<file path="src/rtl/cpu_pkg.sv">
`default_nettype none
// ----------------------------------------------------------------------------
// cpu_pkg : shared CPU constants and fetch-buffer entry type
// Revision: 1.0
// ----------------------------------------------------------------------------
package cpu_pkg;

  localparam int          INSTR_W    = 16;
  localparam int          PC_W       = 16;
  localparam logic [15:0] PC_STEP    = 16'd2;
  localparam logic [15:0] HALT_INSTR = 16'hFFFF;

  typedef struct packed {
    logic [PC_W-1:0]    pc;
    logic [INSTR_W-1:0] instr;
  } fetch_entry_t;

  // Instructions are halfword aligned; the low address bit is ignored.
  function automatic logic [PC_W-1:0] align_pc(input logic [PC_W-1:0] addr);
    return addr & ~PC_W'(1);
  endfunction

endpackage
`default_nettype wire

</file>
<file path="src/rtl/fetch_fifo.sv">
`default_nettype none
// ----------------------------------------------------------------------------
// fetch_fifo : prefetch buffer of {pc, instr} entries with flush
// Revision: 1.0
// ----------------------------------------------------------------------------
module fetch_fifo
  import cpu_pkg::*;
#(
  parameter int DEPTH = 2,
  localparam int AW = $clog2(DEPTH),
  localparam int CW = AW + 1
) (
  input  logic         clock,
  input  logic         reset_n,
  input  logic         flush,
  input  logic         push,
  input  fetch_entry_t push_data,
  input  logic         pop,
  output fetch_entry_t head,
  output logic         head_valid,
  output logic [CW-1:0] count
);

  fetch_entry_t  mem [DEPTH];
  logic [AW-1:0] rd_ptr;
  logic [AW-1:0] wr_ptr;

  // When full, a simultaneous push reuses the slot being popped.
  always_ff @(posedge clock or negedge reset_n) begin
    if (!reset_n) begin
      rd_ptr <= '0;
      wr_ptr <= '0;
      count  <= '0;
      for (int i = 0; i < DEPTH; i++) mem[i] <= '0;
    end else if (flush) begin
      rd_ptr <= '0;
      wr_ptr <= '0;
      count  <= '0;
    end else begin
      if (push) begin
        mem[wr_ptr] <= push_data;
        wr_ptr      <= wr_ptr + 1'b1;
      end
      if (pop) rd_ptr <= rd_ptr + 1'b1;
      count <= count + CW'(push) - CW'(pop);
    end
  end

  assign head       = mem[rd_ptr];
  assign head_valid = (count != '0);

endmodule
`default_nettype wire

</file>
<file path="src/rtl/fetch_unit.sv">
`default_nettype none
// ----------------------------------------------------------------------------
// fetch_unit : in-order instruction prefetcher with redirect and halt
// Revision: 1.0
// ----------------------------------------------------------------------------
module fetch_unit
  import cpu_pkg::*;
#(
  parameter int          FIFO_DEPTH = 2,
  parameter logic [15:0] RESET_PC   = 16'h0000
) (
  input  logic               clock,
  input  logic               reset_n,
  output logic               imem_en,
  output logic [PC_W-1:0]    imem_addr,
  input  logic [INSTR_W-1:0] imem_rdata,
  output logic [INSTR_W-1:0] instr,
  output logic [PC_W-1:0]    instr_pc,
  output logic               instr_valid,
  input  logic               instr_ready,
  input  logic               redirect,
  input  logic [PC_W-1:0]    redirect_pc,
  output logic               halted
);

  localparam int CW = $clog2(FIFO_DEPTH) + 1;

  logic            running;
  logic            inflight;
  logic            halt_seen;
  logic [PC_W-1:0] pc;
  logic [PC_W-1:0] inflight_pc;
  logic [CW-1:0]   count;
  logic [CW:0]     occupancy;
  logic            pop;
  logic            push;
  logic            halt_resp;
  logic            issue;
  fetch_entry_t    resp;
  fetch_entry_t    head;

  assign pop       = instr_valid && instr_ready;
  assign push      = inflight && !redirect;
  assign halt_resp = inflight && (imem_rdata == HALT_INSTR);

  // Occupancy once this cycle's response lands and this cycle's pop leaves.
  assign occupancy = (CW+1)'(count) + (CW+1)'(inflight) - (CW+1)'(pop);
  assign issue     = running && !redirect && !halt_seen && !halt_resp
                     && (occupancy < (CW+1)'(FIFO_DEPTH));

  assign imem_en   = issue;
  assign imem_addr = pc;
  assign resp      = '{pc: inflight_pc, instr: imem_rdata};

  always_ff @(posedge clock or negedge reset_n) begin
    if (!reset_n) begin
      running     <= 1'b0;
      pc          <= RESET_PC;
      inflight    <= 1'b0;
      inflight_pc <= '0;
      halt_seen   <= 1'b0;
      halted      <= 1'b0;
    end else begin
      running <= 1'b1;
      if (redirect) begin
        pc        <= align_pc(redirect_pc);
        inflight  <= 1'b0;
        halt_seen <= 1'b0;
        halted    <= 1'b0;
      end else begin
        inflight <= issue;
        if (issue) begin
          pc          <= pc + PC_STEP;
          inflight_pc <= pc;
        end
        if (halt_resp) halt_seen <= 1'b1;
        if (pop && instr == HALT_INSTR) halted <= 1'b1;
      end
    end
  end

  fetch_fifo #(
    .DEPTH (FIFO_DEPTH)
  ) u_fifo (
    .clock      (clock),
    .reset_n    (reset_n),
    .flush      (redirect),
    .push       (push),
    .push_data  (resp),
    .pop        (pop),
    .head       (head),
    .head_valid (instr_valid),
    .count      (count)
  );

  assign instr    = head.instr;
  assign instr_pc = head.pc;

endmodule
`default_nettype wire

</file>
<file path="config.mk">
export PLATFORM = sky130hd
export DESIGN_NAME = fetch_unit
export DESIGN_NICKNAME = d
export VERILOG_FILES = /design/src/rtl/cpu_pkg.sv /design/src/rtl/fetch_fifo.sv /design/src/rtl/fetch_unit.sv
export SDC_FILE = /design/constraint.sdc
export NUM_CORES = 1
export LEC_CHECK = 0
export ABC_AREA = 1
export BUFFER_PORTS_ARGS = -buffer_cell sky130_fd_sc_hd__buf_2
export CORE_MARGIN = 2
export CORE_UTILIZATION = 51
export CTS_CLUSTER_SIZE = 16
export DETAILED_ROUTE_END_ITERATION = 8
export GPL_TIMING_DRIVEN = 1
export MAX_ROUTING_LAYER = met4
export PLACE_DENSITY = 0.77
export SYNTH_ARGS = -nofsm -noshare
export SYNTH_HDL_FRONTEND = slang
export SYNTH_SLANG_ARGS = --single-unit
</file>
<file path="constraint.sdc">
create_clock -name clock -period 2.31 [get_ports clock]
set_input_delay 0.1155 -clock clock [delete_from_list [all_inputs] [get_ports clock]]
set_output_delay 0.1155 -clock clock [all_outputs]
set_load 0.02 [all_outputs]
</file>
==> reports/metrics.yaml <==
final_layout:
  nets: 792
  area_delta_synth_final_pct: 24.8
  diodes: 0
  layout_common_cells: "nand2_1 (228), dfrtp_1 (100), inv_1 (88), buf_2 (81), o21ai_0 (65)"
  layout_commonest_cell: "nand2_1"
  drive_above_1_share_pct: 21.6
  post-route-cell-area_sq_um: 6130
  finalCoreUtilization_pct: 66.0
sta:
  worstMarginPinSlew_ns: 0.578
  hold_viol_final: 0
  holdWs_ns: 0.0217
  worst_clock_skew_ns: 0.00861
  maxSlewHeadroom_pct: 61.4
  period_share_pct: 110
  fin_crit_ns: 2.53
  rsz0062_at_grt: "true"
  setup_tns_ns: -3.18
  setup_viol: 28
  clock.fmax_mhz: 395
  setup_slack_ns: -0.223
  maxSlewViolCount: 0
pwr:
  p_total_w: 0.00809
  powerDensity_nw_per_um2: 1320
  vdd_drop_max_uv: 672
  leakagePower_nw: 3.29
grt:
  grt_max_degree: 70
  grt_pass1_vias: 4031
  grt_usage_pct: 23.1
  antenna_found_initial: 0
  grt_pass1_wl_um: 18500
  overflow: 0
routing:
  drtPass1Iterations: 8
  via_per_inst: 5.01
  num_vias: 4438
  wl_um: 11600
  drt_iter0_markers: 257
  wl_per_cell_um: 13.1
  remaining_drc_errors: 0
  drtAntennaViolNets: 0
floorplan:
  fp.dieW_um: 102
  fp.coreArea_sq_um: 9280
  ioPinCount: 87
  die_area_sq_um: 10400
  die_h_um: 102
  rows: 35
  start_util_pct: 52.9
place:
  placed_area_sq_um: 5510
  portBuffers: 83
  dp_hpwl_um: 7560
  gp_congestion: 0.854
critical_path:
  critical_path_peak_fanout: 2
  crit_type: "reg2out"
  arrival_ns: 2.42
  slowest_stage: "fa_1"
  worst_path_largest_cell_delay_ns: 0.52
  start_kind: "flop"
  worstPathCellList: "inv_2, nand2_4, nand2_4, inv_4, ha_4, inv_2, nand2_2, fa_1, nand4_4, nor2_4, a21boi_4, buf_6"
  worstSetupEndpointType: "primary output"
  required_ns: 2.19
clock_tree:
  clock-sinks: 100
  insertion_delay_ns: 0.36
  cts_root_buffer: "clkbuf_8"
  htree_num_levels: 3
  cts.path.max_buffers: 2
  numCtsBuffers: 9
  cts.clk_slew.worst_paths_ns: 0.10
  cts_tree: "built"
yosys:
  synth.avg_cell_area_sq_um: 7.75
  yosys_register_bits: 100
  synthCells: 634
  seq_area_frac_synth_pct: 51.0
  synth_area_sq_um: 4910
  ys_warn_count: 0
  synth_cell_types: 30
outcome:
  status: "finished with violations"
  violations: "setup timing"
run:
  cap_violations: 0
hold_path:
  hp-class: "in2reg"
-- power breakdown --
group	total (W)	internal, W	switching [W]	leakage [nW]
Combinational	0.00396	0.00156	0.00240	1.89
Clock	0.00113	0.000535	0.000596	0.0999
Sequential	0.00300	0.00248	0.000517	1.29
-- layout make-up --
type                            instances  area [sq um]
Inverter                               95           364
Fill cell                             802          3160
Clock inverter                          5          60.1
Clock buffer                           11           141
Timing Repair Buffer                  133           910
Sequential cell                       100          2500
Tap cell                              129           161
Multi-Input combinational cell        412          1990
-- state kept, by name, indices dropped and copies added, names as in the netlist, 2 cells and up --
| signal | count |
|---|---|
| u_fifo.mem | 62 |
| imem_addr | 15 |
| inflight_pc | 15 |
| u_fifo.count | 2 |
-- cells by family after synthesis --
| kind of cell | after synthesis | share of synthesized area, % |
|---|---|---|
| compound gates | 90 | 9.50 |
| xor+xnor | 12 | 2.14 |
| fa+ha+maj | 5 | 1.43 |
| buf+inv | 124 | 10.6 |
| flops | 100 | 51.0 |
| other cells | 2 | 0.153 |
| simple gates | 301 | 25.2 |
-- worst max-delay path: cells and delay by family (launching register included) --
family	cells	cell delay, ns
buffers and inverters	4	0.32
DFF	1	0.41
adders and majority gates	2	0.72
and+or+nand+nor	5	0.38
AOI/OAI and AO/OA	1	0.22
-- cells in the mapped netlist, drive strengths merged --
library cell / n / share of area [%]
fa: 1 / 0.41
xor2: 10 / 1.8
buf: 13 / 2.0
nand3: 32 / 3.4
xnor2: 2 / 0.36
conb: 2 / 0.15
a21oi: 3 / 0.31
clkbuf: 16 / 1.2
nand4: 6 / 1.1
nor2: 26 / 2.4
nor3: 2 / 0.20
o21ai: 85 / 8.7
inv: 95 / 7.4
dfrtp: 100 / 51
a21boi: 2 / 0.54
nand2: 235 / 18
ha: 4 / 1.0
-- path summary, 6_finish.rpt --
check	startpoint	to	slack, ns	cells after the start
setup / recovery	u_fifo.count[1]	imem_en	-0.22	12
hold / removal	imem_rdata[8]	u_fifo.mem[40]	0.02	3
setup reg to reg	u_fifo.count[1]	imem_addr[14]	-0.17	16
hold reg to reg	u_fifo.mem[40]	u_fifo.mem[40]	0.49	2
max in group asynchronous	reset_n	u_fifo.mem[23]	1.37	3
min in group asynchronous	reset_n	imem_addr[7]	0.23	2
-- repair_timing --
item                                   in CTS  in global routing
buffers inserted                           17                  5
endpoints found under the hold margin      42                  0
resized for setup                          12                 23
hold buffers                               12                  0
pin swaps                                   8                  7
setup endpoints to repair                  30                 33
gates cloned                                0                  2
-- per-stage QoR --
step / setup slack [ns] / std cells
2_1_floorplan: -0.116 / 635
3_3_place_gp: -0.0802 / 837
3_5_place_dp: -0.214 / 837
4_1_cts: -0.283 / 881
5_1_grt: -0.315 / 885
6_report: -0.223 / 885
-- routing by layer --
layer,vias to the layer above,part of all wire (%),GRT usage [%]
met1,2117,45,31.9
met2,131,48,36.0
met3,19,5.2,3.15
met4,0,1.6,6.56
met5,-,0,-
li1,2171,-,-
(Power assumes the default switching activity.)
